$ cat config.mk
export PLATFORM = sky130hd
export DESIGN_NAME = demux_sequencer_flat
export DESIGN_NICKNAME = d
export VERILOG_FILES = /design/src/rtl/demux_sequencer_pkg.sv /design/src/rtl/demux_sequencer_if.sv /design/src/rtl/demux_sequencer_wait_timer.sv /design/src/rtl/demux_sequencer.sv /design/src/flat_wrapper.sv
export SDC_FILE = /design/constraint.sdc
export NUM_CORES = 1
export LEC_CHECK = 0
export BUFFER_PORTS_ARGS = -buffer_cell sky130_fd_sc_hd__buf_2
export CAP_MARGIN = 20
export CORE_UTILIZATION = 48
export DETAILED_ROUTE_END_ITERATION = 16
export GPL_ROUTABILITY_DRIVEN = 0
export PLACE_DENSITY = 0.85
export SYNTH_ARGS = -nofsm -noshare
export SYNTH_HDL_FRONTEND = slang
export SYNTH_SLANG_ARGS = --single-unit
$ cat constraint.sdc
create_clock -name i_clk -period 2.5 [get_ports i_clk]
set_clock_uncertainty 0.15 [all_clocks]
set_input_delay 0.125 -clock i_clk [delete_from_list [all_inputs] [get_ports i_clk]]
set_output_delay 0.125 -clock i_clk [all_outputs]
set_load 0.02 [all_outputs]
$ cat src/rtl/demux_sequencer_pkg.sv
// Shared types and constants for the demux sequencer: FSM state encoding,
// routing mode encodings and the number of destination channels.
package demux_sequencer_pkg;

    typedef enum logic {
        ST_IDLE  = 1'b0,
        ST_DRIVE = 1'b1
    } state_t;

    localparam logic MODE_RR    = 1'b0;
    localparam logic MODE_FIXED = 1'b1;

    localparam int NUM_CH = 4;

endpackage : demux_sequencer_pkg

$ cat src/rtl/demux_sequencer_if.sv
// Bus bundle between the upstream producer, the sequencer and the demux
// datapath: the upstream valid/ready word plus the select, held word and
// per-channel valid/ready toward the four destinations.
interface demux_sequencer_if #(
    parameter int WIDTH = 8
);
    import demux_sequencer_pkg::*;

    logic [WIDTH-1:0]  in_data;
    logic              in_valid;
    logic              in_ready;
    logic [1:0]        sel;
    logic [WIDTH-1:0]  out_data;
    logic [NUM_CH-1:0] out_valid;
    logic [NUM_CH-1:0] out_ready;

    // Producer / destination side (drives words in, readies back)
    modport master (
        output in_data, in_valid, out_ready,
        input  in_ready, sel, out_data, out_valid
    );

    // Sequencer side
    modport slave (
        input  in_data, in_valid, out_ready,
        output in_ready, sel, out_data, out_valid
    );

endinterface : demux_sequencer_if

$ cat src/rtl/demux_sequencer_wait_timer.sv
// Clearable saturating wait counter. Counts enabled cycles and raises a
// combinational terminal-count pulse on the TIMEOUT-th consecutive enabled
// cycle; the count restarts from zero after that pulse or on clear.
module demux_wait_timer #(
    parameter int TIMEOUT = 15
) (
    input  logic i_clk,
    input  logic i_rst,
    input  logic i_clr,
    input  logic i_en,
    output logic o_tc
);
    localparam int CW = (TIMEOUT > 1) ? $clog2(TIMEOUT) : 1;
    localparam logic [CW-1:0] LAST = CW'(TIMEOUT - 1);

    logic [CW-1:0] r_count;
    logic          w_tc;

    assign w_tc = i_en && (r_count == LAST);
    assign o_tc = w_tc;

    // Count consecutive enabled cycles; restart on clear or terminal count
    always_ff @(posedge i_clk) begin
        if (i_rst || i_clr || w_tc) begin
            r_count <= '0;
        end else if (i_en && (r_count != LAST)) begin
            r_count <= r_count + 1'b1;
        end
    end

endmodule : demux_wait_timer

$ cat src/rtl/demux_sequencer.sv
// Demux sequencer: takes words from a valid/ready source, holds each one and
// drives the select plus one-hot valid toward four destinations. Routing is
// round-robin in bursts of BURST words or fixed to a chosen channel; a channel
// that stays not-ready for TIMEOUT cycles raises a timeout pulse (round-robin
// retries the word on the next channel, fixed mode keeps waiting).
module demux_sequencer
    import demux_sequencer_pkg::*;
#(
    parameter int WIDTH   = 8,
    parameter int BURST   = 4,
    parameter int TIMEOUT = 15
) (
    input  logic              i_clk,
    input  logic              i_rst,
    input  logic              i_enable,
    input  logic              i_mode,
    input  logic [1:0]        i_fixed_ch,
    demux_sequencer_if.slave  bus,
    output logic              o_timeout_err
);
    localparam int BCW = $clog2(BURST) + 1;
    localparam logic [BCW-1:0] BURST_LAST = BCW'(BURST - 1);

    state_t           r_state,  w_state_next;
    logic [1:0]       r_sel,    w_sel_next;
    logic [WIDTH-1:0] r_data,   w_data_next;
    logic             r_mode,   w_mode_next;
    logic [BCW-1:0]   r_burst_cnt, w_burst_cnt_next;
    logic             r_timeout_err, w_timeout_err_next;

    logic              w_in_ready;
    logic              w_accept;
    logic              w_ready_sel;
    logic              w_deliver;
    logic              w_wait_en;
    logic              w_timeout;
    logic [NUM_CH-1:0] w_out_valid;

    // Only the selected channel's ready matters; the others are ignored
    assign w_ready_sel = bus.out_ready[r_sel];
    assign w_in_ready  = (r_state == ST_IDLE) && i_enable && !i_rst;
    assign w_accept    = w_in_ready && bus.in_valid;
    assign w_deliver   = (r_state == ST_DRIVE) && w_ready_sel;
    assign w_wait_en   = (r_state == ST_DRIVE) && !w_ready_sel;

    // Delivery clears the wait count; a ready arriving on the terminal
    // cycle disables counting, so delivery wins over timeout.
    demux_wait_timer #(
        .TIMEOUT (TIMEOUT)
    ) u_wait_timer (
        .i_clk (i_clk),
        .i_rst (i_rst),
        .i_clr (w_deliver),
        .i_en  (w_wait_en),
        .o_tc  (w_timeout)
    );

    // One-hot valid decoded from the registered select while a word is held
    generate
        for (genvar gi = 0; gi < NUM_CH; gi++) begin : g_valid
            assign w_out_valid[gi] = (r_state == ST_DRIVE) && (r_sel == 2'(gi));
        end
    endgenerate

    assign bus.in_ready  = w_in_ready;
    assign bus.sel       = r_sel;
    assign bus.out_data  = r_data;
    assign bus.out_valid = w_out_valid;
    assign o_timeout_err = r_timeout_err;

    // State and datapath registers
    always_ff @(posedge i_clk) begin
        if (i_rst) begin
            r_state       <= ST_IDLE;
            r_sel         <= 2'd0;
            r_data        <= '0;
            r_mode        <= MODE_RR;
            r_burst_cnt   <= '0;
            r_timeout_err <= 1'b0;
        end else begin
            r_state       <= w_state_next;
            r_sel         <= w_sel_next;
            r_data        <= w_data_next;
            r_mode        <= w_mode_next;
            r_burst_cnt   <= w_burst_cnt_next;
            r_timeout_err <= w_timeout_err_next;
        end
    end

    // Next-state: accept in IDLE, deliver or time out in DRIVE
    always_comb begin
        w_state_next       = r_state;
        w_sel_next         = r_sel;
        w_data_next        = r_data;
        w_mode_next        = r_mode;
        w_burst_cnt_next   = r_burst_cnt;
        w_timeout_err_next = 1'b0;

        case (r_state)
            ST_IDLE: begin
                if (w_accept) begin
                    w_data_next  = bus.in_data;
                    w_mode_next  = i_mode;
                    w_state_next = ST_DRIVE;
                    if (i_mode == MODE_FIXED) begin
                        w_sel_next       = i_fixed_ch;
                        w_burst_cnt_next = '0;
                    end
                end
            end
            ST_DRIVE: begin
                if (w_deliver) begin
                    w_state_next = ST_IDLE;
                    if (r_mode == MODE_RR) begin
                        if (r_burst_cnt == BURST_LAST) begin
                            w_burst_cnt_next = '0;
                            w_sel_next       = r_sel + 2'd1;
                        end else begin
                            w_burst_cnt_next = r_burst_cnt + 1'b1;
                        end
                    end
                end else if (w_timeout) begin
                    // Word stays held; round-robin retries it on the next channel
                    w_timeout_err_next = 1'b1;
                    if (r_mode == MODE_RR) begin
                        w_sel_next       = r_sel + 2'd1;
                        w_burst_cnt_next = '0;
                    end
                end
            end
            default: begin
                w_state_next = ST_IDLE;
            end
        endcase
    end

endmodule : demux_sequencer

$ cat src/flat_wrapper.sv
// flat-port wrapper written by rule: the top's interface ports become plain ports
module demux_sequencer_flat import demux_sequencer_pkg::*;
#(
    parameter int WIDTH   = 8,
    parameter int BURST   = 4,
    parameter int TIMEOUT = 15
)
  (i_clk, i_rst, i_enable, i_mode, i_fixed_ch, o_timeout_err, bus_in_data, bus_in_valid, bus_out_ready, bus_in_ready, bus_sel, bus_out_data, bus_out_valid);
  demux_sequencer_if #(.WIDTH(WIDTH)) bus_i ();
  input  logic i_clk;
  input  logic i_rst;
  input  logic i_enable;
  input  logic i_mode;
  input  logic [1:0] i_fixed_ch;
  output logic o_timeout_err;
  input wire logic [$bits(bus_i.in_data)-1:0] bus_in_data;
  input wire logic [$bits(bus_i.in_valid)-1:0] bus_in_valid;
  input wire logic [$bits(bus_i.out_ready)-1:0] bus_out_ready;
  output wire logic [$bits(bus_i.in_ready)-1:0] bus_in_ready;
  output wire logic [$bits(bus_i.sel)-1:0] bus_sel;
  output wire logic [$bits(bus_i.out_data)-1:0] bus_out_data;
  output wire logic [$bits(bus_i.out_valid)-1:0] bus_out_valid;
  assign bus_i.in_data = bus_in_data;
  assign bus_i.in_valid = bus_in_valid;
  assign bus_i.out_ready = bus_out_ready;
  assign bus_in_ready = bus_i.in_ready;
  assign bus_sel = bus_i.sel;
  assign bus_out_data = bus_i.out_data;
  assign bus_out_valid = bus_i.out_valid;
  demux_sequencer #(.WIDTH(WIDTH), .BURST(BURST), .TIMEOUT(TIMEOUT)) u_core (.i_clk(i_clk), .i_rst(i_rst), .i_enable(i_enable), .i_mode(i_mode), .i_fixed_ch(i_fixed_ch), .bus(bus_i), .o_timeout_err(o_timeout_err));
endmodule
==> flow_results.xml <==
<?xml version="1.0" encoding="UTF-8"?>
<metrics>
  <group name="run_status">
    <metric name="outcome" unit="">finished, final reports clean</metric>
  </group>
  <group name="sta">
    <metric name="post-route-min-period" unit="ns">2.17</metric>
    <metric name="worst_pin_slew" unit="ns">0.482</metric>
    <metric name="layout_worst_path_cycle_share" unit="%">86.6</metric>
    <metric name="maxSlewViolCount" unit="">0</metric>
    <metric name="setup-violations-final" unit="">0</metric>
    <metric name="endpoints_failing_hold" unit="">0</metric>
    <metric name="max_slew_margin" unit="%">67.8</metric>
    <metric name="fmax" unit="MHz">462</metric>
    <metric name="finalSetupTns" unit="ns">0</metric>
    <metric name="unrepaired_setup_endpoints_after_global_routing" unit="">no</metric>
  </group>
  <group name="cts">
    <metric name="htree_num_levels" unit="">1</metric>
    <metric name="clk-insertion-delay-late" unit="ns">0.30</metric>
    <metric name="cts-root-to-sink-buffers" unit="">2</metric>
    <metric name="cts.repair_timing.setup_buffer_count" unit="">0</metric>
    <metric name="cts_repair_resize_count" unit="">0</metric>
    <metric name="clk_root_buffer_cell" unit="">sky130_fd_sc_hd__clkbuf_4</metric>
    <metric name="post_cts_hold_fix_bufs" unit="">10</metric>
    <metric name="number_of_cts_inserted_buffers" unit="">3</metric>
    <metric name="clock-sinks" unit="">20</metric>
    <metric name="tritoncts_clock_tree" unit="">yes</metric>
    <metric name="clkSlewWorstSetupHoldPaths" unit="ns">0.11</metric>
  </group>
  <group name="pwr">
    <metric name="worst_vdd_rail_ir_drop" unit="V">0.000396</metric>
    <metric name="powerDensity" unit="mW/mm2">461</metric>
    <metric name="power.static_leakage" unit="nW">0.595</metric>
  </group>
  <group name="flow_run">
    <metric name="cap_viol_max_count" unit="">0</metric>
  </group>
  <group name="global_route">
    <metric name="grt_start_max_net_pins" unit="">25</metric>
    <metric name="grt_most_used_layer" unit="">met2</metric>
    <metric name="grt_remaining_overflow" unit="">0</metric>
    <metric name="gr-usage-all-layers" unit="%">21.9</metric>
    <metric name="grtUsageMet1" unit="%">26.7</metric>
    <metric name="number_of_global_route_vias_before_repair" unit="">837</metric>
    <metric name="antenna_found_initial" unit="">0</metric>
    <metric name="grt_first_pass_wirelength" unit="mm">3.48</metric>
    <metric name="grt_util_met2" unit="%">39.2</metric>
    <metric name="gr_met3_demand_resource" unit="%">3.40</metric>
  </group>
  <group name="logic_synthesis">
    <metric name="synthSimpleGateAreaFrac" unit="%">24.6</metric>
    <metric name="synth_compound_area_share" unit="%">14.2</metric>
    <metric name="mean_syn_cell_area" unit="um2">8.76</metric>
    <metric name="synth_xor_xnor_area_share" unit="%">0</metric>
    <metric name="yosys_register_bits" unit="">20</metric>
    <metric name="postSynthCellCount" unit="">115</metric>
    <metric name="synth_mux_area_share" unit="%">7.58</metric>
    <metric name="postSynthNetCount" unit="">141</metric>
    <metric name="synth_fa_ha_area_share" unit="%">8.70</metric>
    <metric name="synth_cell_type_count" unit="">35</metric>
    <metric name="fraction_of_the_yosys_area_taken_by_sequential_cells" unit="%">39.8</metric>
    <metric name="synth_top_family_by_area" unit="">simple AND/OR/NAND/NOR gates</metric>
    <metric name="synthesis.yosys.warnings" unit="">0</metric>
    <metric name="mappedNetlistArea" unit="mm2">0.00101</metric>
  </group>
  <group name="finish">
    <metric name="num_antenna_cells" unit="">0</metric>
    <metric name="postLayoutCoreUtil" unit="%">67.9</metric>
    <metric name="final_cells" unit="">186</metric>
    <metric name="area_overhead_vs_synth" unit="%">32.3</metric>
    <metric name="design.final.nets" unit="">186</metric>
    <metric name="drive_gt1_share" unit="%">28.3</metric>
    <metric name="num-fill-cells" unit="">171</metric>
  </group>
  <group name="detailed_routing">
    <metric name="drt_iter0_markers" unit="">17</metric>
    <metric name="firstDrtPassIters" unit="">4</metric>
    <metric name="drc_errors" unit="">0</metric>
    <metric name="vias_per_cell" unit="">5.25</metric>
    <metric name="post_dr_wirelength_cell" unit="um">12.3</metric>
    <metric name="drt.antenna.violating_nets" unit="">0</metric>
    <metric name="routed_wl" unit="mm">2.29</metric>
    <metric name="num_vias" unit="">976</metric>
  </group>
  <group name="worst_hold_path">
    <metric name="worst_hold_path_type" unit="">in2reg</metric>
  </group>
  <group name="floorplanning">
    <metric name="initial_utilization" unit="%">51.3</metric>
    <metric name="die_height" unit="um">47.8</metric>
    <metric name="die_width" unit="um">47.8</metric>
    <metric name="design.core.area" unit="mm2">0.00196</metric>
    <metric name="num_io_pins" unit="">35</metric>
    <metric name="die_area" unit="mm2">0.00229</metric>
    <metric name="floorplan.rows" unit="">16</metric>
  </group>
  <group name="worst_setup_path">
    <metric name="cp_data_arrival_time" unit="ns">2.26</metric>
    <metric name="start_kind" unit="">flip-flop</metric>
    <metric name="worst-endpoint-required" unit="ns">2.59</metric>
    <metric name="path_max_fanout" unit="">10</metric>
    <metric name="setup.worst_path.end_class" unit="">flip-flop</metric>
    <metric name="setup.worst_path.class" unit="">reg2reg</metric>
  </group>
  <group name="place">
    <metric name="place_hpwl" unit="mm">1.52</metric>
    <metric name="placed_cells_incl_taps" unit="">172</metric>
    <metric name="port_buffers" unit="">34</metric>
  </group>
</metrics>
==> routing by layer <==
metal	wire length [um]	vias to the layer above	share of wire [%]
li1	-	492	-
met1	962	448	42
met4	0	0	0
met2	1220	36	53
met5	0	-	0
met3	113	0	4.9
==> sequential cells by signal (all words and copies together) (netlist names) <==
name	cells
u_core.bus.out_data	8
u_core.u_wait_timer.r_count	4
u_core.r_burst_cnt	3
u_core.bus.sel	2
u_core.o_timeout_err	1
u_core.r_mode	1
u_core.r_state	1
==> kinds of logic (layout without fill, tap and decap cells) <==
group | Yosys count | after routing
DFF | 20 | 20
buffers and inverters | 12 | 56
and+or+nand+nor | 46 | 46
AOI/OAI and AO/OA | 24 | 24
adders and majority gates | 7 | 7
muxes | 6 | 6
==> layout make-up <==
| class | count | area (um2) | share of cell area (%) |
|---|---|---|---|
| multi-input combinational | 83 | 554 | 41.6 |
| sequential | 20 | 400 | 30.0 |
| timing repair buffer | 46 | 285 | 21.4 |
| clock buffer | 4 | 36.3 | 2.72 |
| tap | 27 | 33.8 | 2.54 |
| inverter | 6 | 22.5 | 1.69 |
==> worst max-delay path: stages (launching register included) <==
cell and delay (ns):
sky130_fd_sc_hd__dfxtp_1 0.48, sky130_fd_sc_hd__mux4_2 0.66, sky130_fd_sc_hd__or3_1 0.43, sky130_fd_sc_hd__a21oi_1 0.22, sky130_fd_sc_hd__mux2_2 0.18
==> synth_stat cells <==
cell	number	area, um2
sky130_fd_sc_hd__o31ai_1	1	7.51
sky130_fd_sc_hd__a31oi_1	1	6.26
sky130_fd_sc_hd__nor3_1	2	10.0
sky130_fd_sc_hd__or2_4	1	8.76
sky130_fd_sc_hd__mux4_2	1	22.5
sky130_fd_sc_hd__nor3b_1	2	15.0
sky130_fd_sc_hd__buf_6	1	11.3
sky130_fd_sc_hd__nand3_1	1	5.00
sky130_fd_sc_hd__buf_1	1	3.75
sky130_fd_sc_hd__dfxtp_1	20	400
sky130_fd_sc_hd__and2_1	4	25.0
sky130_fd_sc_hd__a211oi_1	2	15.0
sky130_fd_sc_hd__mux2_2	3	33.8
sky130_fd_sc_hd__a21boi_0	1	7.51
sky130_fd_sc_hd__mux2i_1	2	20.0
sky130_fd_sc_hd__a21o_1	1	7.51
sky130_fd_sc_hd__nor2b_1	1	6.26
sky130_fd_sc_hd__and3_1	2	12.5
sky130_fd_sc_hd__nand2b_1	1	6.26
sky130_fd_sc_hd__ha_1	7	87.6
sky130_fd_sc_hd__clkbuf_1	4	15.0
sky130_fd_sc_hd__a32o_1	1	10.0
sky130_fd_sc_hd__nor4b_1	2	17.5
sky130_fd_sc_hd__nand2_1	20	75.1
sky130_fd_sc_hd__or3_1	1	6.26
sky130_fd_sc_hd__nor4bb_1	1	10.0
sky130_fd_sc_hd__a21oi_1	14	70.1
sky130_fd_sc_hd__nor2_1	4	15.0
sky130_fd_sc_hd__or3b_1	1	8.76
sky130_fd_sc_hd__or4_1	1	7.51
sky130_fd_sc_hd__inv_1	6	22.5
sky130_fd_sc_hd__nand3b_1	1	7.51
sky130_fd_sc_hd__a311oi_1	1	8.76
sky130_fd_sc_hd__o21ai_0	2	10.0
sky130_fd_sc_hd__nand4bb_1	1	11.3
==> placed cells by master (no fill, tap or decap), drive strengths merged, types with 2 or more instances in the layout <==
master / instances
a211oi: 2
a21oi: 14
and2: 4
and3: 2
buf: 36
clkbuf: 4
dfxtp: 20
dlygate4sd3: 10
ha: 7
inv: 6
mux2: 3
mux2i: 2
nand2: 20
nor2: 4
nor3: 2
nor3b: 2
nor4b: 2
o21ai: 2
==> path summary, 6_finish.rpt <==
path                                   startpoint                        endpoint  slack, ns  cells after the start
worst max-delay path            u_core.bus.sel[0]           u_core.r_burst_cnt[0]       0.33                      4
worst min-delay path                        i_rst  u_core.u_wait_timer.r_count[3]       0.08                      2
worst min register to register      u_core.r_mode                   u_core.r_mode       0.31                      2
worst max register to register  u_core.bus.sel[0]           u_core.r_burst_cnt[0]       0.33                      4
==> where the power goes <==
part	switching (W)	total (W)	internal [W]
Sequential	0.00000851	0.000336	0.000327
Combinational	0.0000494	0.0000953	0.0000459
Clock	0.0000941	0.000183	0.0000887
Total	0.000152	0.000614	0.000462
==> per-stage QoR <==
stage	hold WS [ns]	power, W	cell area (um2)	setup slack [ns]
after floorplan	0.111	0.000396	1010	0.345
after global placement	0.216	0.000421	1200	0.448
after detailed placement	0.223	0.000425	1200	0.373
after CTS	0.0706	0.000619	1330	0.336
after global routing	0.118	0.000642	1330	0.232
final	0.0754	0.000614	1330	0.335
Note: power is estimated with default switching activity, not from simulation.
